`src/rtl/ushift_ctrl.sv`:
```
// ushift_ctrl: control sequencer for the universal shift register in the ALU
// shift path. A request runs as one load cycle, then N single-bit shift cycles,
// then a one-cycle done pulse. The controller supplies fill bits for
// arithmetic shifts and rotates from the register's fed-back MSB/LSB.
// Optional build macro: USHIFT_CTRL_ABORT_EN adds an abort input and an
// aborted flag that is reported alongside done.
module ushift_ctrl #(
  parameter int          WIDTH    = 8,
  parameter int          AMT_W    = 3,
  parameter logic [1:0]  SEL_LOAD = 2'b11,
  parameter logic [1:0]  SEL_HOLD = 2'b00,
  parameter logic [1:0]  SEL_SHL  = 2'b01,
  parameter logic [1:0]  SEL_SHR  = 2'b10
) (
  input  logic             clk,
  input  logic             reset,
  input  logic             start,
  input  logic [2:0]       op,
  input  logic [AMT_W-1:0] amount,
  input  logic             q_msb,
  input  logic             q_lsb,
`ifdef USHIFT_CTRL_ABORT_EN
  input  logic             abort,
  output logic             aborted,
`endif
  output logic [1:0]       sel,
  output logic             bsLeft,
  output logic             bsRight,
  output logic             ready,
  output logic             done
);

  // Operation codes; anything above OP_ROR is reserved and runs as a plain load.
  localparam logic [2:0] OP_LSL = 3'b000;
  localparam logic [2:0] OP_LSR = 3'b001;
  localparam logic [2:0] OP_ASR = 3'b010;
  localparam logic [2:0] OP_ROL = 3'b011;
  localparam logic [2:0] OP_ROR = 3'b100;

  // Largest meaningful step count; larger requests saturate to it.
  localparam logic [AMT_W-1:0] AMT_MAX = AMT_W'(WIDTH - 1);
  localparam logic [AMT_W-1:0] CNT_ONE = AMT_W'(1);

  typedef enum logic [1:0] {
    S_IDLE  = 2'd0,
    S_LOAD  = 2'd1,
    S_SHIFT = 2'd2,
    S_DONE  = 2'd3
  } state_t;

  state_t           state_reg, state_next;
  logic [2:0]       op_reg;
  logic [AMT_W-1:0] amt_reg;
  logic [AMT_W-1:0] cnt_reg;
  logic             op_reserved;
  logic             abort_hit;

  assign op_reserved = (op_reg > OP_ROR);

`ifdef USHIFT_CTRL_ABORT_EN
  // Abort only has an effect while the register is being loaded or shifted.
  assign abort_hit = abort && ((state_reg == S_LOAD) || (state_reg == S_SHIFT));
`else
  assign abort_hit = 1'b0;
`endif

  // State register.
  always_ff @(posedge clk or negedge reset) begin
    if (!reset) begin
      state_reg <= S_IDLE;
    end else begin
      state_reg <= state_next;
    end
  end

  // Request capture and step counter; nothing here moves unless the FSM owns it.
  always_ff @(posedge clk or negedge reset) begin
    if (!reset) begin
      op_reg  <= 3'b000;
      amt_reg <= '0;
      cnt_reg <= '0;
    end else begin
      case (state_reg)
        S_IDLE: begin
          if (start) begin
            op_reg  <= op;
            amt_reg <= (amount >= AMT_MAX) ? AMT_MAX : amount;
          end
        end
        S_LOAD: begin
          cnt_reg <= amt_reg;
        end
        S_SHIFT: begin
          if (!abort_hit) begin
            cnt_reg <= cnt_reg - CNT_ONE;
          end
        end
        default: begin
        end
      endcase
    end
  end

`ifdef USHIFT_CTRL_ABORT_EN
  logic aborted_reg;

  // Remember whether the entry into DONE was caused by an abort.
  always_ff @(posedge clk or negedge reset) begin
    if (!reset) begin
      aborted_reg <= 1'b0;
    end else begin
      aborted_reg <= abort_hit;
    end
  end

  assign aborted = (state_reg == S_DONE) && aborted_reg;
`endif

  // Next-state logic.
  always_comb begin
    state_next = state_reg;
    case (state_reg)
      S_IDLE: begin
        if (start) begin
          state_next = S_LOAD;
        end
      end
      S_LOAD: begin
        if (abort_hit || (amt_reg == '0) || op_reserved) begin
          state_next = S_DONE;
        end else begin
          state_next = S_SHIFT;
        end
      end
      S_SHIFT: begin
        if (abort_hit || (cnt_reg == CNT_ONE)) begin
          state_next = S_DONE;
        end
      end
      S_DONE: begin
        state_next = S_IDLE;
      end
      default: begin
        state_next = S_IDLE;
      end
    endcase
  end

  // Output decode: register mode select, fill bits and handshake flags.
  always_comb begin
    sel     = SEL_HOLD;
    bsLeft  = 1'b0;
    bsRight = 1'b0;
    ready   = (state_reg == S_IDLE);
    done    = (state_reg == S_DONE);
    case (state_reg)
      S_LOAD: begin
        if (!abort_hit) begin
          sel = SEL_LOAD;
        end
      end
      S_SHIFT: begin
        if (!abort_hit) begin
          case (op_reg)
            OP_LSL: begin
              sel    = SEL_SHL;
              bsLeft = 1'b0;
            end
            OP_ROL: begin
              sel    = SEL_SHL;
              bsLeft = q_msb;
            end
            OP_LSR: begin
              sel     = SEL_SHR;
              bsRight = 1'b0;
            end
            OP_ASR: begin
              sel     = SEL_SHR;
              bsRight = q_msb;
            end
            OP_ROR: begin
              sel     = SEL_SHR;
              bsRight = q_lsb;
            end
            default: begin
              sel = SEL_HOLD;
            end
          endcase
        end
      end
      default: begin
      end
    endcase
  end

endmodule

```
`config.mk`:
```
export PLATFORM = sky130hd
export DESIGN_NAME = ushift_ctrl
export DESIGN_NICKNAME = d
export VERILOG_FILES = /design/src/rtl/ushift_ctrl.sv
export SDC_FILE = /design/constraint.sdc
export NUM_CORES = 1
export LEC_CHECK = 0
export ABC_CLOCK_PERIOD_IN_PS = 1500
export CAP_MARGIN = 20
export CORE_ASPECT_RATIO = 1.25
export CORE_MARGIN = 5
export CORE_UTILIZATION = 35
export CTS_CLUSTER_SIZE = 40
export DETAILED_ROUTE_END_ITERATION = 7
export SYNTH_ARGS = -nofsm -noshare
export SYNTH_HDL_FRONTEND = slang
export SYNTH_SLANG_ARGS = --single-unit
```
`constraint.sdc`:
```
create_clock -name clk -period 1.5 [get_ports clk]
set_input_delay 0.15 -clock clk [delete_from_list [all_inputs] [get_ports clk]]
set_output_delay 0.15 -clock clk [all_outputs]
set_load 0.01 [all_outputs]
```
=== After elaboration in Yosys (flattened, before gate mapping) ===
Cells that the tools add are included.

* Multiplexer cells: 12
* $lt $le $gt $ge: 2
* Add/sub/neg operators: 1
* Shift-type cells: 0
* $mul: 0
* Bitwise gates (word level): 0
* Eq/ne operators: 10
* Reduce and logical (&&, ||, !) cells: 9
* Divide/modulo/power cells: 0

{| class="wikitable"
|+ Operators by type and width
! operator !! count
|-
| case mux 2 bit (2 select lines) || 2
|-
| case mux 2 bit (4 select lines) || 1
|-
| equality test 3 x 1 -> 1 bit, second input constant || 2
|-
| equality test 3 x 2 -> 1 bit, second input constant || 2
|-
| zero test 3 bit || 2
|-
| case mux 3 bit (2 select lines) || 1
|-
| equality test 2 bit, second input constant || 2
|-
| 2-to-1 mux 1 bit || 4
|-
| 2-to-1 mux 2 bit || 2
|-
| inequality test 2 bit, second input constant || 2
|-
| AND reduction 2 bit || 2
|-
| equality test 3 bit, second input constant || 1
|-
| greater-or-equal comparator 3 bit, second input constant || 1
|-
| > comparator 3 bit, second input constant || 1
|-
| 2-to-1 mux 3 bit || 1
|-
| OR reduction 3 bit || 1
|-
| subtractor 3 x 1 -> 3 bit, second input constant || 1
|-
| equality test 2 x 1 -> 1 bit, second input constant || 1
|-
| zero test 2 bit || 1
|-
| case mux 1 bit (2 select lines) || 1
|-
| nonzero test 2 bit || 1
|-
| OR reduction 2 bit || 1
|-
| logical OR 1 bit || 1
|}

* Memory bits (writable): 0
* Logic and storage cells: 38
* Input bits: 11
* Memories kept: 0
* Latch bits: 0
* Bits in registers: 11
* Bits in read-only memories: 0

=== Logic depth before layout (Yosys ltp) ===
* Depth after elaboration: 4
* Gate-level depth with buffers: 6
* Gate-level depth less buffers: 5

=== Worst setup path after synthesis ===
OpenSTA, ideal clock, no wires.

* Kind: reg2reg
* From: reg state_reg[0]
* To: reg state_reg[1]
* Stages on the path, launching flop included: 6
* Slack: 0.039 ns
* Data required time: 1.375 ns
* Arrival: 1.336 ns
* Buffers on the path: 0
* Cell sequence: dfrtp_1 -> inv_1 -> ha_1 -> nor2b_1 -> a21oi_1 -> mux2_2

* Longest elaborated chain between the ends: 3

{| class="wikitable"
|+ RTL lines
! element !! RTL line !! text
|-
| from (decl) || 51 || <nowiki>state_t state_reg, state_next;</nowiki>
|-
| from (signal assigned) || 72 || <nowiki>state_reg <= state_next;</nowiki>
|-
| zero test 2 bit * || n/a ||
|-
| via ready || 29 || <nowiki>output logic ready,</nowiki>
|-
| inequality test 2 bit (no source line) || n/a ||
|-
| AND reduction 2 bit (no source line) || n/a ||
|}

The timed path passes the listed nets; every way through them passes the cells marked *.
A chain may end at the register's enable or synchronous reset.

=== Final worst setup path ===
* From: reg state_reg[0]
* To: out sel[1]

* Longest elaborated chain between the ends: 2

{| class="wikitable"
|+ RTL lines
! element !! RTL line !! text
|-
| equality test 2 bit / equality test 2 x 1 -> 1 bit (equally long branches) || 156 || <nowiki>case (state_reg)</nowiki>
|-
| case mux 2 bit (2 select lines) * || 156 ||
|-
| to (decl) || 26 || <nowiki>output logic [1:0] sel,</nowiki>
|}

Mark *: on every way between the ends. The rest lies on a longest branch, timed or not.

==> results.md <==
- The post-placement cell count is 109.
- Clock latency on the worst-skew pair, taken at its later pin, is 0.26 ns.
- After detailed routing, the average wire length per cell comes to 13.3 um.
- In this run the cell area of the synthesized design comes to 732 um2.
- The final routed wirelength across all metal layers is 1590 um.
- The number of antenna violations at the first check in global routing came to 0.
- For this run the aggregate overflow at the end of global routing stands at 0.
- Ranked by instance count, the synthesized netlist is headed by sky130_fd_sc_hd__dfrtp_1, sky130_fd_sc_hd__mux2_2, sky130_fd_sc_hd__ha_1.
- In this run the worst hold path is classified as in -> async.
- The floorplan step set the die width to 50.9 um.
- The largest single stage delay on the critical path is 0.38 ns.
- The worst path in the final design needs a cycle of 1.51 ns, including I/O delays and setup.
- The maximum root-to-sink buffer count is 2.
- The synthesized design contains 0 enable-type register cells.
- 17 I/O pins were placed.
- The library cell used as clock root buffer is sky130_fd_sc_hd__clkbuf_4.
- Of the cells placed in the final design, the portion with a size suffix greater than 1 is 0.434.
- The number of pins exceeding their max-slew limit in the final report is 0.
- The power density normalized to cell area is 2270 nW/um2.
- In the global route stage, overall resource usage came out at 0.109.
- The CTS sink count is 11.
- Setup slack on the critical path of the routed design comes to -0.0114 ns.
- The first detailed-routing pass took 4 iterations.
- The most frequently used flop master after synthesis is sky130_fd_sc_hd__dfrtp_1.
- The number of H-tree levels is 1.
- The worst register-to-register path has a setup slack of 0.01 ns.
- The via count of the first global-routing pass is 583.
- The critical path's top delay family is flip-flops.
- The critical path startpoint category is a flop.
- The initial core utilization is 0.369.
- The cell type contributing the most total cell area after synthesis is sky130_fd_sc_hd__dfrtp_1.
- The finished layout holds 119 standard cells, fillers aside.
- The data arrival time of the worst path is 1.36 ns.
- The source of the critical timing path is state_reg[0].
- Yosys attributes the largest share of cell area to sky130_fd_sc_hd__dfrtp_1, sky130_fd_sc_hd__mux2_2, sky130_fd_sc_hd__ha_1.
- In this run, distinct cell masters in the synthesized netlist total 30.
- After clock tree synthesis, the clock-pin slew on the worst setup and hold paths is 0.07 ns.
- The worst-path cell with the longest stage delay is sky130_fd_sc_hd__dfrtp_1.
- The post-route fraction of the period consumed by the critical path is 1.01.
- Setup repair after global routing could not meet its margin everywhere.
- The yosys synthesis warning count is 0.
- The startpoint identified for the worst register-to-register timing path is state_reg[1].
- The share of flip-flops with an asynchronous set or reset is 1.00.
- Across the VDD grid, the largest voltage drop is 1.46 mV.
- The first-pass GRT wire length is 2590 um.
- The largest net degree at the start of global routing is 12.
- The area occupied by multi-input gates is 479 um2.
- Of the post-synthesis cell area, the dominant cell type holds 0.376.
- The fraction of the yosys area taken by sequential cells is 0.376.
- The total area of sequential cells is 277 um2.
- The number of synthesized register bits is 11.
- The synthesized instance count is 69.
- TritonCTS built the clock tree.
- The count of buffers inserted at the top-level ports is 16.
- Across the run, the number of max-cap violations was 0.
- The net count of the finished layout is 117.
- The checks that failed: setup timing.
- The total area inside the core boundary comes to 1980 um2.
- The leakage component of the power is 0.486 nW.
- In this run the worst path has a maximum fanout of 3.
- The critical path goes through inv_2, buf_6, ha_4, a21boi_2, buf_2.
- The number of buffers and inverters on the critical path is 3.
- After filler insertion, the fill cell instance count of the layout stands at 184.
- The die covers 3110 um2.
- Summed over all nets, the half-perimeter wirelength after detailed placement is 1140 um.
- The depth of the worst register-to-register path is 5.
- After the first detailed-routing iteration, the DRC count stood at 6.
- The net count after synthesis is 86.
- Before CTS, the worst setup slack after placement is -0.191 ns.
- The floorplan has 18 rows.
- The average cell area after synthesis is 10.6 um2.
- For this block, the via count after detailed routing is 600.
- Hold timing on the final database bottoms out at a slack of 0.213 ns.
- The classification of the worst setup path is reg -> out.
- The run finished, with violations left.
- In this run the remaining antenna-violating nets after routing total 0.
- The most common cell in the synthesized netlist is sky130_fd_sc_hd__dfrtp_1.
- The via-per-instance ratio is 5.04.
- Setup violations remaining at the end of the flow were counted as 1.
- The setup TNS is -0.0114 ns.
- The residual DRC count is 0.
- From synthesis to final layout, the design area changed by 47.5%.
- The nature of the critical path endpoint is an output port.
- The die span in y is 61.1 um.
- In this run the critical register-to-register path is captured at state_reg[1].
- The relative max-transition margin is 0.678.
- Clock skew on the completed layout was measured at 0.00705 ns.
- For the worst setup path, the data required time is 1.35 ns.
- The number of hold violations in the final report was 0.
- The number of antenna diodes is 0.
- The total of hold buffers inserted after clock tree synthesis is 0.
- The top achievable clock speed is 662 MHz.
- At the end of routability-driven placement, the weighted congestion stood at 0.803.
- The actual transition at the worst max-transition pin is 0.481 ns.
- Counting the buffers created by CTS gives 3.
## repair_timing
| action | CTS | global route |
|---|---|---|
| cloned | 0 | 0 |
| setup buffers | 4 | 2 |
| setup endpoints to repair | 8 | 12 |
| pin swaps | 3 | 5 |
| gates resized for setup | 29 | 11 |
## through the flow
step | power (mW) | area, um2 | util
after global routing | 2.67 | 1080 | 0.545
after floorplan | 1.51 | 732 | -
after global placement | 1.95 | 950 | 0.479
after detailed placement | 1.96 | 950 | 0.479
after CTS | 2.30 | 1030 | 0.522
final | 2.45 | 1080 | 0.545
## placed cells by master (no fill, tap or decap), drive strengths merged
cell / n
a31oi: 1
nor2b: 1
nand2: 3
nand3: 2
o21a: 1
clkdlybuf4s50: 10
and3b: 1
o211ai: 1
nand3b: 2
mux2: 7
a21oi: 3
nor2: 4
xor2: 2
clkbuf: 5
a2111oi: 1
a21boi: 1
o22ai: 1
o211a: 1
mux2i: 1
dlygate4sd2: 1
dfrtp: 11
o21ai: 4
inv: 5
buf: 18
nand2b: 4
nor4b: 1
ha: 6
a221o: 1
## layout make-up
| class | count | area share |
|---|---|---|
| clock buffer | 4 | 0.0243 |
| inverter | 5 | 0.0174 |
| multi-input combinational | 49 | 0.444 |
| sequential | 11 | 0.256 |
| tap | 20 | 0.0232 |
| timing repair buffer | 30 | 0.235 |
## logic make-up (layout without fill, tap and decap cells)
| logic type | count (synthesis) | after routing | share of synthesized area |
|---|---|---|---|
| XOR/XNOR | 2 | 2 | 0.0239 |
| adder cells (fa/ha/maj) | 6 | 6 | 0.103 |
| multiplexers | 8 | 8 | 0.121 |
| buffers and inverters | 9 | 39 | 0.0632 |
| flip-flops | 11 | 11 | 0.376 |
| AND/OR/NAND/NOR | 18 | 18 | 0.147 |
| AO/OA/AOI/OAI | 15 | 15 | 0.166 |
## routing by layer
layer / global-route usage / wire length [um] / up-vias
li1: - / - / 302
met4: 0.0657 / 25 / 0
met1: 0.136 / 737 / 285
met3: 0.00726 / 38 / 2
met5: 0 / 0 / -
met2: 0.183 / 787 / 11
## power breakdown
group	internal (mW)	total, mW	switching (mW)
Sequential	0.462	0.658	0.197
Clock	0.103	0.191	0.0886
Combinational	0.920	1.60	0.680
## worst max-delay path by stage
| stage | endpoint | cells past startpoint |
|---|---|---|
| final | sel[1] | 5 |
| after global routing | sel[1] | 6 |
| after CTS | sel[1] | 5 |
| after detailed placement | sel[1] | 4 |
| after global placement | sel[1] | 4 |
| after floorplan | state_reg[1] | 5 |
## worst register-to-register path, stage by stage (launching register included)
cell	delay (ns)
sky130_fd_sc_hd__dfrtp_2	0.45
sky130_fd_sc_hd__ha_4	0.19
sky130_fd_sc_hd__buf_4	0.13
sky130_fd_sc_hd__buf_4	0.16
sky130_fd_sc_hd__a21oi_2	0.12
sky130_fd_sc_hd__mux2_2	0.33
Power figures use the tool's default switching activity.
